<file path="src/rtl/mix_digest.sv">
// Folds an eight-word state snapshot into a 32-bit digest by rotate-and-add,
// one word per cycle, then holds the result until downstream takes it.
module mix_digest #(
    parameter int unsigned ROT = 5
) (
    input  logic         clk,
    input  logic         rst_n,
    input  logic         in_valid,
    input  logic [255:0] in_data,
    output logic         in_ready,
    output logic         out_valid,
    output logic [31:0]  out_digest,
    output logic [15:0]  out_count,
    input  logic         out_ready
);

    typedef enum logic [1:0] {
        IDLE = 2'd0,
        FOLD = 2'd1,
        OUT  = 2'd2
    } state_e;

    state_e            state_q, state_d;
    logic [7:0][31:0]  words_q, words_d;
    logic [31:0]       acc_q, acc_d;
    logic [2:0]        idx_q, idx_d;
    logic [15:0]       count_q, count_d;

    // A shift of 32 yields zero, so ROT=0 degenerates cleanly to the identity.
    function automatic logic [31:0] rotl(input logic [31:0] x);
        return (x << ROT) | (x >> (32 - ROT));
    endfunction

    always_comb begin
        // NOTE: every next-state variable gets its hold value first so no path leaves it unassigned (no latch).
        state_d = state_q;
        words_d = words_q;
        acc_d   = acc_q;
        idx_d   = idx_q;
        count_d = count_q;

        case (state_q)
            IDLE: begin
                if (in_valid) begin
                    words_d = in_data;
                    acc_d   = '0;
                    idx_d   = '0;
                    state_d = FOLD;
                end
            end
            FOLD: begin
                acc_d = rotl(acc_q) + words_q[idx_q];
                idx_d = idx_q + 3'd1;
                if (idx_q == 3'd7) begin
                    state_d = OUT;
                end
            end
            OUT: begin
                // Returning to IDLE here means no accept can share this edge.
                if (out_ready) begin
                    state_d = IDLE;
                    count_d = count_q + 16'd1;
                end
            end
            default: state_d = IDLE;
        endcase
    end

    // NOTE: the word latches are ordinary flops and are cleared on reset like the rest of the state.
    always_ff @(posedge clk or negedge rst_n) begin
        if (!rst_n) begin
            state_q <= IDLE;
            words_q <= '0;
            acc_q   <= '0;
            idx_q   <= '0;
            count_q <= '0;
        end else begin
            // NOTE: non-blocking assignments so every flop samples the pre-edge values.
            state_q <= state_d;
            words_q <= words_d;
            acc_q   <= acc_d;
            idx_q   <= idx_d;
            count_q <= count_d;
        end
    end

    assign in_ready   = (state_q == IDLE);
    assign out_valid  = (state_q == OUT);
    assign out_digest = acc_q;
    assign out_count  = count_q;

endmodule

</file>
<file path="config.mk">
export PLATFORM = sky130hd
export DESIGN_NAME = mix_digest
export DESIGN_NICKNAME = d
export VERILOG_FILES = /design/src/rtl/mix_digest.sv
export SDC_FILE = /design/constraint.sdc
export NUM_CORES = 1
export LEC_CHECK = 0
export BUFFER_PORTS_ARGS = -buffer_cell sky130_fd_sc_hd__buf_4
export CORE_MARGIN = 2
export CORE_UTILIZATION = 59
export CTS_CLUSTER_DIAMETER = 120
export DETAILED_ROUTE_END_ITERATION = 12
export GPL_TIMING_DRIVEN = 0
export HOLD_SLACK_MARGIN = 0.1
export PLACE_DENSITY = 0.84
export SYNTH_ARGS = -nofsm -noshare
export SYNTH_HDL_FRONTEND = slang
export SYNTH_SLANG_ARGS = --single-unit
</file>
<file path="constraint.sdc">
create_clock -name clk -period 6.9 [get_ports clk]
set_clock_uncertainty 0.15 [all_clocks]
set_input_delay 1.38 -clock clk [delete_from_list [all_inputs] [get_ports clk]]
set_output_delay 1.38 -clock clk [all_outputs]
set_load 0.01 [all_outputs]
</file>
==> reports/qor.yml, run 1 <==
ioPinCount: 310
grt_max_degree: 102
synth_fp_nets: 1341
wire_per_inst_um: 23.51
synth-simple-area-share_pct: 3.953
core_mm2: 0.02496
synth_top_family_by_area: "multiplexers"
via_count: 10330
h-tree-depth: 2
worst_slack_ps: 2110
synth_area_mm2: 0.01488
grt_pass1_vias: 11330
fin_nets: 1690
crit_fanout: 10
worstPathRequired_ps: 7120
cts_tree: "done"
synthTopCellsByCount: "dfrtp_1, mux2_2, mux4_2"
utilization_pct: 75.34
start_util_pct: 59.60
clk_latency_ps: 520
fin_crit_ps: 4790
cts-root-buf: "clkbuf_16"
die_h_um: 162.8
die_w_um: 162.8
synthCells: 1046
ant_nets: 0
cellPowerDensity_mw_per_mm2: 590.8
synth_area_leaders: "dfrtp_1, mux2_2, mux4_2"
final_hold_viol_count: 0
cp-start-kind: "flop"
route.detailed.drc: 0
ys.flop_type: "dfrtp_1"
p_leak_uw: 0.008321
yosysMostFrequentCell: "dfrtp_1"
ys_warn_count: 0
drive_gt1_share_pct: 52.05
gp_congestion: 0.9175
status: "finished, final reports clean"
drt_iter0_markers: 701
clock_sinks: 309
endpoint_kind: "flop"
setup_tns_ps: 0
port_buffers: 309
grt_pass1_wl_mm: 63.56
cap_violations: 0
comb_power_share_pct: 54.3
power.internal_uw: 6812
cts.path.max_buffers: 3
min_period_over_period_pct: 69.42
antenna_found_initial: 1
p_clk_share_pct: 16.2
antenna_cells: 0
synth_edf_count: 0
synthArstFlopShare_pct: 100.0
ir_worst_vdd_mv: 0.2888
synthAdderAreaFrac_pct: 2.994
synthXorXnorAreaFrac_pct: 2.531
std_cell_rows: 58
fmax_mhz: 208.8
cts_inserted_buffers: 35
syn_area_per_cell_um2: 14.22
grt_usage_pct: 31.83
synth_compound_area_share_pct: 5.281
ctsHoldBuffers: 0
grt-ovfl-total: 0
synth.largest_area_cell: "dfrtp_1"
synth.top_cell.area_share_pct: 51.97
p_seq_share_pct: 29.4
slew_viol_final: 0
p_switching_uw: 4300
p_sw_share_pct: 38.70
synthMuxAreaShare_pct: 31.54
post_cts_buffers: 0
ys_ff_latch: 309
hp-class: "reg -> reg"
slew_headroom_pct: 38.24
dieArea_mm2: 0.02650
clk_pin_slew_worst_paths_ps: 60
setup_viol: 0
syn_to_final_growth_pct: 26.41
synthDistinctLibCells: 59
firstDrtPassIters: 4
pre_cts_ws_ps: 2225
via_per_inst: 5.907
tightestPinTransition_ps: 926.4
post_cts_resized: 0
criticalPathCategory: "reg -> reg"
grt_setup_unrepaired: "false"
yosysSeqAreaShare_pct: 51.97
worstPathArrival_ps: 5010
dp.final_hpwl_mm: 30.84
drt-total-wl_mm: 41.09
==> metal layers <==
layer	up-vias	routed length (um)	track usage (%)
li1	4576	-	-
met1	5307	16330	40.86
met2	364	20570	54.03
met3	78	2907	7.207
met4	0	1280	10.42
met5	-	0	0
==> layout by cell type, fill, tap and decap left out, types with 4 or more instances in the layout <==
cell type / count
a21oi_1: 20
mux2_2: 287
clkbuf_16: 36
nand2_1: 62
xnor2_1: 29
mux4_2: 64
inv_1: 9
and3_1: 6
o22ai_1: 11
a31oi_1: 5
o21ai_0: 25
a21o_1: 7
nor2_1: 21
clkinv_2: 6
nor2b_1: 4
nand3_1: 14
xor2_1: 14
o21ai_1: 7
clkbuf_1: 59
buf_4: 308
ha_1: 34
nor3_1: 5
dfrtp_1: 309
buf_2: 7
==> per-stage QoR <==
step / instances / hold WS [ps] / cell area (um2) / power [uW]
2_1_floorplan: 1046 / 325.2 / 14880 / 7498
3_3_place_gp: 1685 / 315.4 / 17610 / 9068
3_5_place_dp: 1688 / 326.7 / 17700 / 9228
4_1_cts: 1748 / 334.2 / 18810 / 11090
5_1_grt: 1748 / 343.9 / 18810 / 11770
6_report: 1748 / 332.0 / 18810 / 11110
==> worst max-delay path, cell delays in order (launching register included) <==
cell and delay (ps):
dfrtp_1 390, clkbuf_1 610, clkbuf_1 670, mux4_2 430, mux2_2 300, ha_1 200
inv_1 70, fa_1 200, nor2b_1 70, o2111ai_1 240, nand2_1 210, a21oi_4 280
o21ai_0 220, a311oi_1 450, o31ai_1 120
==> final cells by class <==
cell class | count | area [um2]
Sequential cell | 309 | 7732
Multi-Input combinational cell | 671 | 6889
Fill cell | 1615 | 6156
Timing Repair Buffer | 312 | 2410
Clock buffer | 48 | 975.9
Tap cell | 330 | 412.9
Buffer | 57 | 222.7
Clock inverter | 12 | 131.4
Inverter | 9 | 33.78
==> registers in the layout, summed over array words and instances, names as in the netlist <==
| name | count |
|---|---|
| state_q | 2 |
| idx_q | 3 |
| words_q | 256 |
| out_digest | 32 |
| out_count | 16 |
==> worst paths after layout <==
| kind | from | depth (start not counted) | slack (ps) | end |
|---|---|---|---|---|
| setup reg to reg | idx_q[1] | 14 | 2110 | out_digest[24] |
| setup / recovery | idx_q[1] | 14 | 2110 | out_digest[24] |
| max in group asynchronous | rst_n | 3 | 4790 | out_count[13] |
| hold / removal | out_count[15] | 1 | 330 | out_count[15] |
| min in group asynchronous | rst_n | 1 | 550 | words_q[213] |
| hold reg to reg | out_count[15] | 1 | 330 | out_count[15] |
==> power by group through the flow <==
stage / Clock (uW) / Combinational [uW] / Sequential [uW]
6_report: 1810 / 6040 / 3270
5_1_grt: 1910 / 6490 / 3370
4_1_cts: 1830 / 6010 / 3260
3_5_place_dp: 0 / 5950 / 3280
3_3_place_gp: 0 / 5850 / 3220
2_1_floorplan: 0 / 4370 / 3130
==> cells by family after synthesis <==
group	count (synthesis)
buffers and inverters	66
adder cells (fa/ha/maj)	35
AO/OA/AOI/OAI	113
flip-flops	309
XOR/XNOR	43
multiplexers	353
AND/OR/NAND/NOR	127
Note: power is estimated with default switching activity, not from simulation.
==> inputs of run 2 (changes only) <==
Settings changed: ABC_AREA set to 1, CORE_UTILIZATION 59 to 51, PLACE_DENSITY 0.84 to 0.76.
Clock period 6.9 ns to 4.3 ns, I/O delays scaled along.
==> run 2 against run 1 <==
Effect of this change: synthesized cell count increased by 120%; design area increased by 7.8%; clock-buffer cell count decreased by 1; utilization decreased by 11 points; sequential cell count unchanged; via count increased by 58%; worst setup slack got worse by 2000 ps; global-route usage increased by 2.3 points; clock power increased by 75%; final cell count increased by 74%; fmax increased by 15%; non-clock buffer count increased by 51; critical path type unchanged; largest cell class unchanged.
==> reports/qor.yml, run 2 <==
reg2regPathDepth: 17  # was 14
fin_crit_ps: 4150  # was 4790 ps
dieArea_mm2: 0.03315  # was 0.02650 mm2
antenna_found_initial: 1  # unchanged
largest-register: "words_q"  # unchanged
ys_warn_count: 0  # unchanged
hp-class: "in -> async"  # was reg -> reg
core_mm2: 0.03139  # was 0.02496 mm2
clk_pin_slew_worst_paths_ps: 60  # about the same
r2r_end: "out_digest[30]"  # was out_digest[24]
cap_violations: 0  # unchanged
synth_edf_count: 0  # unchanged
tightestPinTransition_ps: 782.2  # was 926.4 ps
synthArstFlopShare_pct: 100.0  # unchanged
synthXorXnorAreaFrac_pct: 0.8664  # was 2.531%
status: "finished, final reports clean"  # unchanged
grt_max_degree: 114  # was 102
ys_ff_latch: 309  # unchanged
synth_top_family_by_area: "simple AND/OR/NAND/NOR gates"  # was multiplexers
min_period_over_period_pct: 96.50  # was 69.42%
ys.flop_type: "dfrtp_1"  # unchanged
grt_pass1_vias: 15740  # was 11.33k
synthAdderAreaFrac_pct: 2.754  # was 2.994%
holdWs_ps: 200.1  # was 332.0 ps
synth_area_mm2: 0.01617  # was 0.01488 mm2
syn_area_per_cell_um2: 7.113  # was 14.22 um2
clock_sinks: 309  # unchanged
worstPathRequired_ps: 4560  # was 7120 ps
route.detailed.drc: 0  # unchanged
ioPinCount: 310  # unchanged
mostFrequentLayoutCells: "nand2_1, buf_4, dfrtp_1"  # was dfrtp_1, buf_4, mux2_2
criticalPathCategory: "reg -> reg"  # unchanged
pre_cts_ws_ps: 209.9  # was 2225 ps
drt_iter0_markers: 1498  # was 701
largest_register_ffs: 256  # unchanged
drive_gt1_share_pct: 16.63  # was 52.05%
synth_compound_area_share_pct: 8.517  # was 5.281%
via_per_inst: 5.357  # was 5.907
wire_per_inst_um: 18.43  # was 23.51 um
cts_inserted_buffers: 35  # unchanged
synth_area_leaders: "dfrtp_1, nand2_1, nor2_1"  # was dfrtp_1, mux2_2, mux4_2
via_count: 16340  # was 10.33k
total_power_uw: 18870  # was 11,110 uW
grt_setup_unrepaired: "false"  # unchanged
final_hold_viol_count: 0  # unchanged
synth_fp_nets: 2569  # was 1,341
synth.largest_area_cell: "dfrtp_1"  # unchanged
setup_tns_ps: 0  # unchanged
syn_to_final_growth_pct: 25.30  # was 26.41%
p_leak_uw: 0.01125  # was 0.008321 uW
ant_nets: 0  # unchanged
layout_commonest_cell: "nand2_1"  # was dfrtp_1
post_cts_buffers: 0  # unchanged
yosysMostFrequentCell: "nand2_1"  # was dfrtp_1
dp.final_hpwl_mm: 43.42  # was 30.84 mm
slew_headroom_pct: 47.30  # was 38.24%
yosysSeqAreaShare_pct: 47.81  # was 51.97%
cts.path.max_buffers: 3  # unchanged
grt-ovfl-total: 0  # unchanged
worstPathArrival_ps: 4410  # was 5010 ps
synthDistinctLibCells: 39  # was 59
slew_viol_final: 0  # unchanged
port_buffers: 309  # unchanged
die_w_um: 182.1  # was 162.8 um
fmax_mhz: 241.0  # was 208.8 MHz
clk_latency_ps: 540  # was 520 ps
endpoint_kind: "flop"  # unchanged
setup_viol: 0  # unchanged
grt_pass1_wl_mm: 87.24  # was 63.56 mm
firstDrtPassIters: 6  # was 4
drt-total-wl_mm: 56.18  # was 41.09 mm
h-tree-depth: 2  # unchanged
ff2ff_setup_slack_ps: 150  # was 2110 ps
die_h_um: 182.1  # was 162.8 um
worst_slack_ps: 150.3  # was 2110 ps
gp_congestion: 0.9426  # was 0.9175
cp-start-kind: "flop"  # unchanged
crit_fanout: 10  # unchanged
synthCells: 2274  # was 1,046
synthTopCellsByCount: "nand2_1, dfrtp_1, nor2_1"  # was dfrtp_1, mux2_2, mux4_2
synth-simple-area-share_pct: 33.80  # was 3.953%
r2r-start: "idx_q[0]"  # was idx_q[1]
std_cell_rows: 65  # was 58
synthMuxAreaShare_pct: 0  # was 31.54%
cellPowerDensity_mw_per_mm2: 931.3  # was 590.8 mW/mm2
grt_usage_pct: 34.12  # was 31.83%
synth.top_cell.area_share_pct: 47.81  # was 51.97%
cts_tree: "done"  # unchanged
cts-root-buf: "clkbuf_16"  # unchanged
start_util_pct: 51.52  # was 59.60%
fin_nets: 2916  # was 1,690
nFillCells: 2795  # was 1,615
ir_worst_vdd_mv: 0.4100  # was 0.2888 mV
## run 2: changes by cell type after synthesis, moves of 12 or more
cell     delta
nand2_1  +1005
inv_1     +128
a21oi_1    +13
a31oi_1    +25
buf_2      +45
xnor2_1    -22
nand3_1    +36
buf_1      +12
o22ai_1    +21
mux4_2     -64
mux2_2    -287
o21ai_0   +131
nor2_1    +239
## run 2: worst max path at each step
| stage | cells after the start | endpoint | slack (ps) | start |
|---|---|---|---|---|
| 5_1_grt | 21 | out_digest[24] | 10 | idx_q[0] |
| 3_3_place_gp | 1 | words_q[124] | -560 | rst_n |
| 3_5_place_dp | 18 | out_digest[30] | 210 | idx_q[1] |
| 6_report | 17 | out_digest[30] | 150 | idx_q[0] |
| 2_1_floorplan | 21 | out_digest[16] | 1340 | idx_q[0] |
| 4_1_cts | 18 | out_digest[30] | 100 | idx_q[1] |
## run 2: routing by layer
layer  GRT usage (%)  wire length, um
met3           4.869             4394
met4           11.94             2000
met1           48.66            24210
met5               0                0
met2           53.69            25580
## run 2: repair_timing
| item | in CTS | in global routing |
|---|---|---|
| hold buffers | 0 | 0 |
| resized for setup | 0 | 2 |
| setup endpoints to repair | 0 | 7 |
## run 2: area by class of cell
class                   count  area (um2)  area share, %
clock inverters            15       240.2          1.185
repair buffers            311        2382          11.75
clock buffers              47       960.9          4.741
inverters                 141       529.3          2.611
diodes                      1       2.502        0.01235
flip-flops and latches    309        7732          38.15
multi-input cells        1714        7435          36.68
plain buffers             109       481.7          2.377
well taps                 402       503.0          2.482
## run 2: kinds of logic (layout without fill, tap and decap cells)
logic type               Yosys count  after routing
AND/OR/NAND/NOR                 1406           1406
buffers and inverters            251            623
XOR/XNOR                          16             16
other                              0              1
AO/OA/AOI/OAI                    257            257
flip-flops                       309            309
adder cells (fa/ha/maj)           35             35
## run 2: stage by stage
stage / util, % / cells / instance area, um2
final: 64.56 / 3049 / 20270
after global routing: 64.56 / 3049 / 20270
after CTS: 64.54 / 3049 / 20260
after detailed placement: 60.71 / 2987 / 19060
after global placement: 60.51 / 2985 / 19000
after floorplan: - / 2274 / 16170
## run 2: power breakdown
| group | switching, uW | internal (uW) |
|---|---|---|
| clock | 1280 | 1890 |
| sequential | 919 | 4280 |
| combinational | 7050 | 3460 |
## run 2: critical path: stages, from the launching register on
cell	delay, ps
dfrtp_1	530
buf_2	320
clkbuf_1	440
nor2_1	120
o22ai_1	330
nor2_1	120
a31oi_1	290
ha_1	280
nand2_1	140
nor2_1	360
and3_1	220
nand2_1	50
nand2_1	190
nand2_1	140
nand2_1	90
nand2_1	50
nand3_1	110
nand2_1	70
